[src/rtl/fan_in_reduce_sched.sv]
// Purpose: reduces QUANTITY words with AND/OR on one shared 3-input unit, two new words per step.
// Latency: accept in cycle C gives out_valid in C+1+ceil((QUANTITY-1)/2). Optional macro FAN_IN_SCHED_FLUSH_EN enables job abort.
// Backpressure: a single job is in flight. in_ready is low until the result is taken with out_ready.
module fan_in_reduce_sched #(
    parameter int WIDTH    = 32,
    parameter int QUANTITY = 8
) (
    input  logic                      clk,
    input  logic                      rst_n,
    input  logic                      in_valid,
    output logic                      in_ready,
    input  logic                      in_op,
    input  logic [WIDTH*QUANTITY-1:0] in_data,
    output logic                      out_valid,
    input  logic                      out_ready,
    output logic [WIDTH-1:0]          out_data,
    output logic                      busy,
    input  logic                      flush
);
    // idx may step past the last word by up to two, so size it for QUANTITY+2
    localparam int IW = $clog2(QUANTITY + 2);
    localparam logic [IW:0] QLAST = (IW+1)'(QUANTITY);

    typedef enum logic [1:0] {IDLE, RUN, DONE} state_t;

    state_t                    state;
    logic [WIDTH*QUANTITY-1:0] data_q;
    logic [WIDTH-1:0]          acc;
    logic [IW-1:0]             idx;
    logic                      op_q;

    logic [WIDTH-1:0]          ident;
    logic [WIDTH-1:0]          w_a;
    logic [WIDTH-1:0]          w_b;
    logic [WIDTH-1:0]          step;
    logic [IW:0]               idx_nxt2;

    assign ident    = op_q ? '0 : '1;
    assign idx_nxt2 = {1'b0, idx} + (IW+1)'(2);

    // Words beyond the end of the job read as the identity of the current op
    always_comb begin
        w_a = ident;
        w_b = ident;
        for (int i = 0; i < QUANTITY; i++) begin
            if (idx == IW'(i))
                w_a = data_q[i*WIDTH +: WIDTH];
            if (idx + IW'(1) == IW'(i))
                w_b = data_q[i*WIDTH +: WIDTH];
        end
    end

    assign step = op_q ? (acc | w_a | w_b) : (acc & w_a & w_b);

    always_ff @(posedge clk or negedge rst_n) begin
        if (!rst_n) begin
            state  <= IDLE;
            acc    <= '0;
            idx    <= '0;
            op_q   <= 1'b0;
            data_q <= '0;
`ifdef FAN_IN_SCHED_FLUSH_EN
        end else if (flush && state != IDLE) begin
            state <= IDLE;
`endif
        end else begin
            unique case (state)
                IDLE: begin
                    if (in_valid) begin
                        data_q <= in_data;
                        op_q   <= in_op;
                        acc    <= in_data[WIDTH-1:0];
                        idx    <= IW'(1);
                        state  <= (QUANTITY > 1) ? RUN : DONE;
                    end
                end
                RUN: begin
                    acc <= step;
                    idx <= idx_nxt2[IW-1:0];
                    if (idx_nxt2 >= QLAST)
                        state <= DONE;
                end
                DONE: begin
                    if (out_ready)
                        state <= IDLE;
                end
                default: state <= IDLE;
            endcase
        end
    end

`ifndef FAN_IN_SCHED_FLUSH_EN
    logic unused_flush;
    assign unused_flush = flush;
`endif

    assign in_ready  = (state == IDLE);
    assign out_valid = (state == DONE);
    assign busy      = (state != IDLE);
    assign out_data  = acc;

endmodule

[config.mk]
export PLATFORM = sky130hd
export DESIGN_NAME = fan_in_reduce_sched
export DESIGN_NICKNAME = d
export VERILOG_FILES = /design/src/rtl/fan_in_reduce_sched.sv
export SDC_FILE = /design/constraint.sdc
export NUM_CORES = 1
export LEC_CHECK = 0
export ABC_CLOCK_PERIOD_IN_PS = 2250
export BUFFER_PORTS_ARGS = -buffer_cell sky130_fd_sc_hd__buf_2
export CAP_MARGIN = 20
export CELL_PAD_IN_SITES_DETAIL_PLACEMENT = 0
export CELL_PAD_IN_SITES_GLOBAL_PLACEMENT = 1
export CORE_ASPECT_RATIO = 1.2
export CORE_UTILIZATION = 38
export CTS_CLUSTER_DIAMETER = 40
export DETAILED_ROUTE_END_ITERATION = 6
export PLACE_DENSITY = 0.81
export SYNTH_ARGS = -nofsm -noshare
export SYNTH_HDL_FRONTEND = slang
export SYNTH_SLANG_ARGS = --single-unit
[constraint.sdc]
create_clock -name clk -period 2.25 [get_ports clk]
set_input_delay 0.45 -clock clk [delete_from_list [all_inputs] [get_ports clk]]
set_output_delay 0.45 -clock clk [all_outputs]
set_load 0.005 [all_outputs]
# After elaboration in Yosys (flattened, before gate mapping)

Cells that the tools add are included.

Bits in registers: 295
Latch bits: 0
Memory bits (writable): 0
Memory bits (read-only): 0
Bits of input ports: 262
Output and inout bits: 35
Word-level logic and storage cells: 65
Memories kept: 0

Add/sub/neg operators: 2
Multiply operators: 0
Divide/modulo/power cells: 0
$lt $le $gt $ge: 1
Equality and inequality tests: 19
Shift operators: 0
Multiplexer cells: 26
Bitwise logic cells: 4
Reduce and logical (&&, ||, !) cells: 8

Operators with widths:

| kind                  | count |
|---|---|
| $mux W32              | 19 |
| $and A32 B32 Y32      | 2 |
| $or A32 B32 Y32       | 2 |
| $pmux W32 S2          | 1 |
| $eq A4 B3 Y1 const B  | 8 |
| $eq A4 B2 Y1 const B  | 4 |
| $eq A4 B1 Y1 const B  | 2 |
| $logic_not A4 Y1      | 2 |
| $pmux W4 S2           | 1 |
| $mux W2               | 3 |
| $pmux W2 S3           | 1 |
| $add A4 B2 Y5 const B | 1 |
| $ge A5 B4 Y1 const B  | 1 |
| $add A4 B1 Y4 const B | 1 |
| $mux W4               | 1 |
| $ne A2 B2 Y1 const B  | 2 |
| $reduce_and A2 Y1     | 2 |
| $reduce_bool A2 Y1    | 2 |
| $reduce_and A3 Y1     | 1 |
| $eq A2 B1 Y1 const B  | 1 |
| $eq A2 B2 Y1 const B  | 1 |
| $logic_not A2 Y1      | 1 |
| $ne A2 B1 Y1 const B  | 1 |

# Logic depth before layout (Yosys ltp)

Depth after elaboration: 13
Mapped depth: 11
Gate-level depth less buffers: 7

# Worst setup path after synthesis

OpenSTA, ideal clock, no wires.

Path type: register to register
Start point: register idx[3]
End point: register acc[29] (netlist: out_data[29])
Library setup time: 0.132 ns
Arrival: 2.044 ns
Data required time: 2.118 ns
Slack: 0.075 ns
Cell stages (with the launch flop): 9
Buffers on the path: 2
Period minus slack after synthesis: 2.175 ns
Cell sequence: dfrtp_1 > buf_6 > or4b_1 > buf_2 > o221a_1 > a22o_1 > a311o_1 > a21oi_1 > o22ai_1

Longest elaborated chain between the ends: 13
Elaborated cells on any way between the ends: 39
Those cells by class: 1 x add/sub; 14 x eq/ne; 18 x mux; 4 x bitwise; 2 x reduce/logical

Ends and longest elaborated chain:

| item                                                       | RTL line | text |
|---|---|---|
| start, declared                                            | 29       | `logic [IW-1:0] idx;` |
| start signal, assigned                                     | 79       | `idx <= idx_nxt2[IW-1:0];` |
| $add A4 B1 Y4 / $logic_not A4 Y1 (equally long branches)   | 48, 46   |  |
| $logic_not A4 Y1 / $mux W32 (equally long branches)        | 48, 46   |  |
| $mux W32 (on tied branches) (7 in a row)                   | 48, 46   |  |
| $mux W32 (tied with other cells)                           | 48       | `if (idx + IW'(1) == IW'(i))` |
| $and A32 B32 Y32 / $or A32 B32 Y32 (equally long branches) | 53       | `assign step = op_q ? (acc \| w_a \| w_b) : (acc & w_a & w_b);` |
| $mux W32 (*)                                               | 53       |  |
| $pmux W32 S2 (*)                                           | 67       | `unique case (state)` |
| end signal, assigned                                       | 72       | `acc <= in_data[WIDTH-1:0];` |
| end signal, assigned                                       | 78       | `acc <= step;` |
| end, declared                                              | 28       | `logic [WIDTH-1:0] acc;` |

Every way passes the cells marked *; elsewhere a longest branch is shown, timed or not.
A chain may end at the register's enable or synchronous reset.

# Final worst setup path

Start point: register idx[1]
End point: register acc[12] (netlist: out_data[12])

The elaborated chain is that of the path after synthesis.

==> impl_metrics.env <==
export IMPL_status="finished, violations left"
export IMPL_violations="setup timing"
export IMPL_grt_overflow=0
export IMPL_min_path_type="in -> reg"
export IMPL_cts_buffers_inserted=47
export IMPL_post_layout_nonfiller_instances=3281
export IMPL_slew_viol_final=0
export IMPL_post_route_period_util=1.02
export IMPL_final_cell_mix="771 x nand2_1, 294 x buf_2, 289 x dfrtp_1, 135 x o21ai_0, 120 x a21oi_1"
export IMPL_fin_worst_skew_ns=0.0179
export IMPL_yosysWarningCount=0
export IMPL_cp_arrival_ns=2.75
export IMPL_max_slew_margin=0.204
export IMPL_synthCells=2362
export IMPL_holdPathEnd="data_q[112]"
export IMPL_antenna_found_initial=1
export IMPL_initial_core_util=0.387
export IMPL_worstPathRequired_ns=2.70
export IMPL_ir_worst_vdd_uv=750
export IMPL_reg2reg_slack_ns=-0.05
export IMPL_netlist_area_mm2=0.0183
export IMPL_fin_nets=2883
export IMPL_dpl_cell_count=3186
export IMPL_worst_slew_pin_slew_ns=1.19
export IMPL_wl_mm=80.2
export IMPL_ys_seq_area_frac=0.404
export IMPL_grt_pass1_wl_mm=121
export IMPL_drv_cap=0
export IMPL_core_region_area_mm2=0.0472
export IMPL_worst_setup_path_end_kind="flip-flop"
export IMPL_areaGrowthSynthToFinish_pct=28.8
export IMPL_drive_gt1_frac=0.240
export IMPL_cp_start_kind="flip-flop"
export IMPL_layout_setup_ws_ns=-0.0537
export IMPL_grt_pass1_vias=20026
export IMPL_final_common_cell="nand2_1"
export IMPL_seqPwrFrac=0.285
export IMPL_die_w_um=202
export IMPL_hp_start="in_data[112]"
export IMPL_place_port_buffers=295
export IMPL_first_pass_iters=7
export IMPL_met1_usage=0.420
export IMPL_n_antenna_cell=0
export IMPL_drtIter0Drc=2584
export IMPL_finish_utilization=0.498
export IMPL_drcViolationCount=0
export IMPL_combPwrFrac=0.523
export IMPL_root_buffer="clkbuf_16"
export IMPL_antenna_left=0
export IMPL_cts_buffer_depth=3
export IMPL_synth_edf_count=0
export IMPL_p_per_area_mw_per_mm2=1650
export IMPL_crit_fanout=8
export IMPL_r2r_start="idx[1]"
export IMPL_met2_usage=0.494
export IMPL_r2r_end="out_data[12]"
export IMPL_final_setup_viol_count=25
export IMPL_die_h_um=242
export IMPL_rsz0062_at_grt="true"
export IMPL_n_fill_cell=4597
export IMPL_syn_num_nets=2625
export IMPL_hold_viol=0
export IMPL_async_reset_ff_frac=1.00
export IMPL_ios=297
export IMPL_syn_avg_cell_area_um2=7.73
export IMPL_synth_top_cell_by_area="dfrtp_1"
export IMPL_switchingPower_uw=18100
export IMPL_p_leak_uw=0.0111
export IMPL_layout_min_cycle_time_ns=2.30
export IMPL_synth_cell_types=59
export IMPL_top_usage_layer="met2"
export IMPL_die_area_mm2=0.0490
export IMPL_internal_power_uw=20700
export IMPL_cts_tree="built"
export IMPL_r2r_cells=6
export IMPL_p_clk_frac=0.192
export IMPL_num_vias=20104
export IMPL_synth_ff_type="dfrtp_1"
export IMPL_cts_clk_slew_worst_paths_ns=0.06
export IMPL_wl_per_cell_um=24.4
export IMPL_synth_top_area_share=0.404
export IMPL_ys_seq_elements=295
export IMPL_dp_final_hpwl_mm=52.5
export IMPL_p_sw_frac=0.466
export IMPL_worstSkewPairLatency_ns=0.59
export IMPL_path_class="reg -> reg"
export IMPL_hold_path_cell_count=3
export IMPL_synth_area_top_cells="dfrtp_1 40%, nand2_1 16%, clkbuf_1 4.0%"
export IMPL_gp_congestion=0.915
export IMPL_cts_max_level=2
export IMPL_use_met3=0.0562
export IMPL_fmax_mhz=434
export IMPL_grt_max_degree=74
export IMPL_rows=87
export IMPL_gr_usage_all_layers=0.322
export IMPL_clock_sinks=295
export IMPL_viasPerCell=6.13
## metal layers
layer	share of wire	routed length, um
met2	0.45	35800
met5	0	0
met4	0.062	5000
met3	0.095	7590
met1	0.40	31800
## power groups by stage
| stage | combinational [uW] | clock, uW | sequential [uW] |
|---|---|---|---|
| 2_1_floorplan | 12200 | 0 | 9690 |
| 3_3_place_gp | 18800 | 0 | 10900 |
| 3_5_place_dp | 19100 | 0 | 10900 |
| 4_1_cts | 19400 | 7540 | 10900 |
| 5_1_grt | 21900 | 7750 | 11300 |
| 6_report | 20300 | 7440 | 11100 |
## per-stage QoR
stage               total power [uW]  setup TNS, ns  area, um^2  worst slack (ns)  hold slack [ns]
finish                         38800         -0.448       23500           -0.0537           0.0489
floorplan                      21900              0       18300            0.0748            0.154
global placement               29600          -5.15       21500            -0.210            0.322
CTS                            37900         -0.352       23300           -0.0532           0.0323
detailed placement             30000          -6.38       21500            -0.258            0.319
global route                   41000          -3.10       23500            -0.143           0.0596
## sequential cells by signal, indices dropped and copies added (netlist names)
name and flops:
data_q 256, idx 4, op_q 1, out_data 32, state 2
## critical path: stages, from the launching register on
cell     delay (ns)
dfrtp_4        0.51
or4b_4         0.65
o221a_1        0.26
a22o_1         0.20
a311o_1        0.34
a21oi_2        0.12
o22ai_1        0.08
## worst max-delay path by stage
| stage | to | cells after the start | slack [ns] | start |
|---|---|---|---|---|
| after floorplan | out_data[29] | 8 | 0.07 | idx[3] |
| after global placement | out_data[24] | 8 | -0.21 | idx[1] |
| after detailed placement | out_data[15] | 8 | -0.26 | idx[1] |
| after CTS | out_data[15] | 8 | -0.05 | idx[1] |
| after global routing | out_data[23] | 7 | -0.14 | idx[1] |
| final | out_data[12] | 6 | -0.05 | idx[1] |
## synth_stat cells (26+ instances only)
cell         n
a211oi_1    30
a21o_1      32
a21oi_1    124
a221oi_1    31
a22oi_1     55
and2_1      28
buf_2       26
clkbuf_1   194
dfrtp_1    295
inv_1       28
nand2_1    773
nor2_1     122
nor3_1      27
o2111ai_1   49
o21a_1      32
o21ai_0    142
o22a_1      55
or3_1       50
## layout make-up
cell class	instances	area [um^2]	area share
Tap cell	623	779	0.0331
Timing Repair Buffer	439	3340	0.142
Sequential cell	295	7400	0.315
Inverter	31	118	0.00500
Multi-Input combinational cell	1806	10300	0.437
Clock buffer	52	1260	0.0535
Clock inverter	35	352	0.0149
## what timing repair did
action	4_1_cts	5_1_grt
endpoints found under the hold margin	19	0
setup endpoints to repair	33	32
pin swaps	45	7
setup buffers	4	0
hold buffers	1	0
gates cloned	2	2
resized for setup	39	48
## logic make-up after synthesis
| kind of cell | Yosys count | synth area share |
|---|---|---|
| DFF | 295 | 0.404 |
| and+or+nand+nor | 1036 | 0.232 |
| AOI/OAI and AO/OA | 742 | 0.292 |
| xor gates and xnor gates | 3 | 0.00144 |
| muxes | 22 | 0.0125 |
| adders and majority gates | 1 | 0.000685 |
| buffers and inverters | 263 | 0.0579 |
Note: power is estimated with default switching activity, not from simulation.
